==> config.mk <==
export PLATFORM = sky130hd
export DESIGN_NAME = frame_loader
export DESIGN_NICKNAME = d
export VERILOG_FILES = /design/src/rtl/frame_loader.sv
export SDC_FILE = /design/constraint.sdc
export NUM_CORES = 1
export LEC_CHECK = 0
export CAP_MARGIN = 25
export CORE_UTILIZATION = 52
export DETAILED_ROUTE_END_ITERATION = 8
export PLACE_DENSITY = 0.85
export SLEW_MARGIN = 20
export SYNTH_ARGS = -nofsm -noshare
export SYNTH_HDL_FRONTEND = slang
export SYNTH_SLANG_ARGS = --single-unit
==> constraint.sdc <==
create_clock -name clk -period 4 [get_ports clk]
set_input_delay 0.4 -clock clk [delete_from_list [all_inputs] [get_ports clk]]
set_output_delay 0.4 -clock clk [all_outputs]
set_load 0.005 [all_outputs]
==> src/rtl/frame_loader.sv <==
`timescale 1ns/1ps
// frame_loader
//   Collects a square frame of INPUT_SIZE x INPUT_SIZE pixels arriving one per
//   beat in raster (row-major) order. The frame is then presented as one wide
//   bus until the consumer accepts it.
//
// Parameters
//   INPUT_SIZE : frame edge length in pixels (the frame is square)
//   PX_SIZE    : bits per unsigned pixel
//
// Ports
//   clk        : single clock, rising edge
//   rst_n      : asynchronous active-low reset; discards partial and held frames
//   in_valid   : in_px carries a pixel
//   in_ready   : a beat transfers when in_valid && in_ready
//   in_px      : pixel value
//   in_last    : source marker for the final pixel; only checked, never trusted
//   out_img    : out_img[r][c] is the pixel at row r, column c
//   out_valid  : out_img holds a complete frame
//   out_ready  : the frame is taken when out_valid && out_ready
//   frame_err  : one-cycle pulse after a beat whose in_last disagrees with the
//                position counters
//
// Build option
//   FRAME_LOADER_PINGPONG_EN : when defined, two banks are used, so the next
//   frame loads while the previous one is held. Otherwise there is a single
//   bank and loading pauses while a frame is held.
module frame_loader #(
  parameter int INPUT_SIZE = 6,
  parameter int PX_SIZE    = 8
) (
  input  logic                                           clk,
  input  logic                                           rst_n,
  input  logic                                           in_valid,
  output logic                                           in_ready,
  input  logic [PX_SIZE-1:0]                             in_px,
  input  logic                                           in_last,
  output logic [INPUT_SIZE-1:0][INPUT_SIZE-1:0][PX_SIZE-1:0] out_img,
  output logic                                           out_valid,
  input  logic                                           out_ready,
  output logic                                           frame_err
);

  localparam int            CW   = (INPUT_SIZE > 1) ? $clog2(INPUT_SIZE) : 1;
  localparam logic [CW-1:0] LAST = CW'(INPUT_SIZE - 1);

  logic [CW-1:0] row_reg, row_next;
  logic [CW-1:0] col_reg, col_next;
  // Low while reset is applied and for the first edge after it, so in_ready
  // stays 0 during reset and rises only after the first clock edge.
  logic          alive_reg;
  logic          frame_err_reg;
  logic          accept;
  logic          at_final;
  logic          frame_done;
  logic          wr0;

  assign accept     = in_valid & in_ready;
  assign at_final   = (row_reg == LAST) && (col_reg == LAST);
  assign frame_done = accept & at_final;
  assign frame_err  = frame_err_reg;

  // Raster position of the next beat. Framing is driven only by these
  // counters; in_last is compared against them and does not affect them.
  always_comb begin
    row_next = row_reg;
    col_next = col_reg;
    if (accept) begin
      if (col_reg == LAST) begin
        col_next = '0;
        row_next = (row_reg == LAST) ? '0 : row_reg + 1'b1;
      end else begin
        col_next = col_reg + 1'b1;
      end
    end
  end

  always_ff @(posedge clk or negedge rst_n) begin
    if (!rst_n) begin
      row_reg       <= '0;
      col_reg       <= '0;
      alive_reg     <= 1'b0;
      frame_err_reg <= 1'b0;
    end else begin
      row_reg       <= row_next;
      col_reg       <= col_next;
      alive_reg     <= 1'b1;
      frame_err_reg <= accept & (in_last ^ at_final);
    end
  end

`ifdef FRAME_LOADER_PINGPONG_EN
  // full_reg[b] marks bank b as a completed frame. load_sel_reg is the bank
  // being filled. held_sel_reg is the bank shown on out_img. held_sel_reg
  // advances on every handshake, so it always points at the oldest complete
  // frame, or at the bank currently loading when no frame is complete.
  logic [1:0] full_reg, full_next;
  logic       load_sel_reg, load_sel_next;
  logic       held_sel_reg, held_sel_next;
  logic       handshake;
  logic       wr1;

  assign out_valid = full_reg[held_sel_reg];
  assign in_ready  = alive_reg & ~(&full_reg);
  assign handshake = out_valid & out_ready;
  assign wr0       = accept & ~load_sel_reg;
  assign wr1       = accept &  load_sel_reg;

  // When a handshake and a final beat fall on the same edge, they touch
  // different banks. The freed bank is the held one, and the filled bank is
  // the other one. The filled bank becomes the held bank directly, so
  // out_valid stays high.
  always_comb begin
    full_next     = full_reg;
    load_sel_next = load_sel_reg;
    held_sel_next = held_sel_reg;
    if (handshake) begin
      full_next[held_sel_reg] = 1'b0;
      held_sel_next           = ~held_sel_reg;
    end
    if (frame_done) begin
      full_next[load_sel_reg] = 1'b1;
      load_sel_next           = ~load_sel_reg;
    end
  end

  always_ff @(posedge clk or negedge rst_n) begin
    if (!rst_n) begin
      full_reg     <= 2'b00;
      load_sel_reg <= 1'b0;
      held_sel_reg <= 1'b0;
    end else begin
      full_reg     <= full_next;
      load_sel_reg <= load_sel_next;
      held_sel_reg <= held_sel_next;
    end
  end
`else
  typedef enum logic {LOAD = 1'b0, HOLD = 1'b1} state_t;
  state_t state_reg, state_next;

  assign in_ready  = alive_reg & (state_reg == LOAD);
  assign out_valid = (state_reg == HOLD);
  assign wr0       = accept;

  always_comb begin
    state_next = state_reg;
    case (state_reg)
      LOAD:    if (frame_done) state_next = HOLD;
      HOLD:    if (out_ready)  state_next = LOAD;
      default: state_next = LOAD;
    endcase
  end

  always_ff @(posedge clk or negedge rst_n) begin
    if (!rst_n) state_reg <= LOAD;
    else        state_reg <= state_next;
  end
`endif

  // Pixel storage: each cell is a flop, written only by the beat whose raster
  // position matches its coordinates.
  for (genvar gi = 0; gi < INPUT_SIZE; gi++) begin : g_row
    for (genvar gc = 0; gc < INPUT_SIZE; gc++) begin : g_col
      logic               hit;
      logic [PX_SIZE-1:0] cell0_reg;

      assign hit = (row_reg == CW'(gi)) && (col_reg == CW'(gc));

      always_ff @(posedge clk or negedge rst_n) begin
        if (!rst_n)          cell0_reg <= '0;
        else if (wr0 && hit) cell0_reg <= in_px;
      end

`ifdef FRAME_LOADER_PINGPONG_EN
      logic [PX_SIZE-1:0] cell1_reg;

      always_ff @(posedge clk or negedge rst_n) begin
        if (!rst_n)          cell1_reg <= '0;
        else if (wr1 && hit) cell1_reg <= in_px;
      end

      assign out_img[gi][gc] = held_sel_reg ? cell1_reg : cell0_reg;
`else
      assign out_img[gi][gc] = cell0_reg;
`endif
    end
  end

endmodule

==> flow_metrics.py <==
metrics = {
    "outcome": {
        "status": "completed",
    },
    "worst_setup_path": {
        "reg2reg_to": "g_row[3].g_col[0].cell0_reg[5]$_DFFE_PN0P_",
        "r2r_cells": 3,
        "rrSetupSlack_ns": 1.85,
        "cp_max_fo": 17,
        "cp-endpoint": "g_row[3].g_col[0].cell0_reg[5]$_DFFE_PN0P_",
        "worstPathRequired_ns": 4.42,
        "reg2reg_from": "out_valid$_DFF_PN0_",
        "crit_arrival_ns": 2.57,
        "startpoint": "out_valid$_DFF_PN0_",
        "startpoint_type": "register",
        "crit_type": "register to register",
        "cp-end-kind": "register",
    },
    "pwr": {
        "swShare": 0.262,
        "power.switching_uw": 2780,
        "p_comb_frac": 0.307,
        "p_int_uw": 7830,
        "p_leak_uw": 0.00746,
        "peakVddDrop_mv": 0.423,
        "p_per_area_nw_per_um2": 671,
        "clock_power_share": 0.278,
        "seqPwrFrac": 0.415,
    },
    "timing": {
        "rsz0062_at_grt": "no",
        "skew_ns": 0.0144,
        "period_share": 0.537,
        "clock.fmax_ghz": 0.466,
        "slew_headroom": 0.401,
        "hold_viol": 0,
        "setup_violations": 0,
        "tns_ns": 0,
        "drv_slew": 0,
        "period_needed_ns": 2.15,
        "tightest_slew_ns": 0.898,
    },
    "synth": {
        "syn-num-nets": 719,
        "synth_ff_type": "dfrtp_1",
        "synth_largest_area_cell": "dfrtp_1",
        "ys_warn_count": 0,
        "synthArstFlopShare": 1.00,
        "netlist.area_leader.share": 0.649,
        "ys_ff_latch": 297,
        "synth.area.top_cells": "dfrtp_1, mux2_2, nand3_2, clkbuf_1, nand3_1",
        "synth_cell_type_count": 35,
        "synth-edff-count": 0,
        "synth-seq-area-share": 0.649,
        "syn_area_per_cell_sq_um": 16.3,
        "synthCells": 704,
        "syn-cell-area_sq_um": 11500,
    },
    "die": {
        "start_util": 0.538,
        "ios": 304,
        "die_x_um": 150,
        "rows": 53,
        "core_area_sq_um": 21300,
        "dieArea_sq_um": 22600,
        "die_h_um": 150,
    },
    "cells_and_area": {
        "seqCellArea_sq_um": 7430,
        "fillCellCount": 1356,
        "drive_gt1_frac": 0.362,
        "instances_no_fill": 1307,
        "largest_reg_flops": 288,
        "multi_input_area_sq_um": 3820,
        "final_nets": 1024,
        "antenna_cells": 0,
        "areaGrowthSynthToFinish_pct": 38.0,
    },
    "route": {
        "drc": 0,
        "vias": 7223,
        "drt_iter0_markers": 204,
        "wirelength_um": 29800,
        "ant_nets": 0,
        "wl_per_cell_um": 22.8,
        "firstDrtPassIters": 4,
        "via_per_inst": 5.53,
    },
    "flow_run": {
        "drv_cap": 0,
    },
    "clocking": {
        "cts_setup_buffers": 0,
        "clock_sinks": 297,
        "cts_tree": "yes",
        "clk_latency_ns": 0.54,
        "cts_buffer_depth": 3,
        "htree_levels": 1,
        "root_buffer": "clkbuf_16",
        "cts.reportedPaths.clkPinSlew_ns": 0.06,
        "numCtsBuffers": 30,
    },
    "placement": {
        "hpwlAfterDp_um": 19400,
        "gp_congestion": 0.759,
        "place.port_buffers": 303,
        "dp_cells": 1251,
    },
    "global_routing": {
        "grt_start_max_net_pins": 118,
        "grt_overflow": 0,
        "grt_pass1_vias": 7590,
        "grt_usage": 0.268,
        "grt_pass1_wl_um": 45800,
        "antenna_found_initial": 0,
    },
    "worst_hold_path": {
        "hp-class": "input port to register",
    },
}
-- cell usage in the layout (no fill, tap or decap), types with 4 or more instances in the layout --
cell type          n
bufinv_16          4
nand3_2           11
clkdlybuf4s50_1  300
nand3_1           18
buf_4             10
nor3b_4            4
clkbuf_8           8
clkinv_2           8
dfrtp_1          297
clkbuf_16         31
and3_1             5
mux2_2           288
-- per-layer routing --
layer,vias to the layer above,GRT usage,routed length [um]
met5,-,0,0
met4,0,0.0677,550
met3,35,0.0691,2250
met2,240,0.445,14400
met1,3828,0.352,12600
li1,3120,-,-
-- cell type report --
class | count | share of cell area
clock buffers | 41 | 0.0565
clock inverters | 14 | 0.0111
inverters | 3 | 0.000712
multi-input cells | 362 | 0.242
flip-flops and latches | 297 | 0.470
well taps | 275 | 0.0218
repair buffers | 315 | 0.198
-- through the flow --
stage / power (uW) / util / hold slack [ns] / setup WS [ns] / instance area [sq um]
after floorplan: 5520 / - / 0.104 / 2.28 / 11500
after global placement: 7570 / 0.692 / 0.487 / 1.51 / 14700
after detailed placement: 7690 / 0.692 / 0.492 / 1.46 / 14700
after CTS: 10700 / 0.743 / 0.420 / 1.85 / 15800
after global routing: 11100 / 0.743 / 0.410 / 1.73 / 15800
final: 10600 / 0.743 / 0.428 / 1.85 / 15800
-- critical path: stages (launching register included) --
cell and delay [ns]:
dfrtp_1 0.46, and4bb_2 0.66, nand3_1 0.48, mux2_2 0.42
-- cell usage after synthesis (3+ instances only) --
cell type  count
mux2_2       288
clkbuf_1      26
nand3_2       11
nand3b_1       3
and3_1         5
nand3_1       18
buf_2         11
inv_1          3
nor3b_4        4
buf_4          5
dfrtp_1      297
-- power by group through the flow --
| stage | Sequential, uW | Combinational (uW) | Clock, uW |
|---|---|---|---|
| after floorplan | 4400 | 1120 | 0 |
| after global placement | 4380 | 3190 | 0 |
| after detailed placement | 4430 | 3260 | 0 |
| after CTS | 4400 | 3290 | 3000 |
| after global routing | 4510 | 3470 | 3110 |
| final | 4400 | 3250 | 2950 |
-- worst min-delay path by stage --
stage	start	endpoint	slack, ns	depth (start not counted)
6_report	out_ready	out_valid$_DFF_PN0_	0.43	2
5_1_grt	out_ready	out_valid$_DFF_PN0_	0.41	2
4_1_cts	out_ready	out_valid$_DFF_PN0_	0.42	2
3_5_place_dp	g_row[2].g_col[4].cell0_reg[2]$_DFFE_PN0P_	g_row[2].g_col[4].cell0_reg[2]$_DFFE_PN0P_	0.49	1
3_3_place_gp	g_row[2].g_col[4].cell0_reg[1]$_DFFE_PN0P_	g_row[2].g_col[4].cell0_reg[1]$_DFFE_PN0P_	0.49	1
2_1_floorplan	rst_n	alive_reg$_DFF_PN0_	0.10	0
-- what timing repair did --
item                                   in CTS  in global routing
endpoints found under the hold margin      63                  0
hold buffers                                1                  0
resized for setup                           0                  0
-- kinds of logic after synthesis --
kind of cell             after synthesis  share of synthesized area
AO/OA/AOI/OAI                          8                    0.00470
buffers and inverters                 45                     0.0176
multiplexers                         288                      0.283
other                                  1                   0.000327
adder cells (fa/ha/maj)                2                    0.00218
flip-flops                           297                      0.649
XOR/XNOR                               2                    0.00153
AND/OR/NAND/NOR                       61                     0.0417
Note: power is estimated with default switching activity, not from simulation.
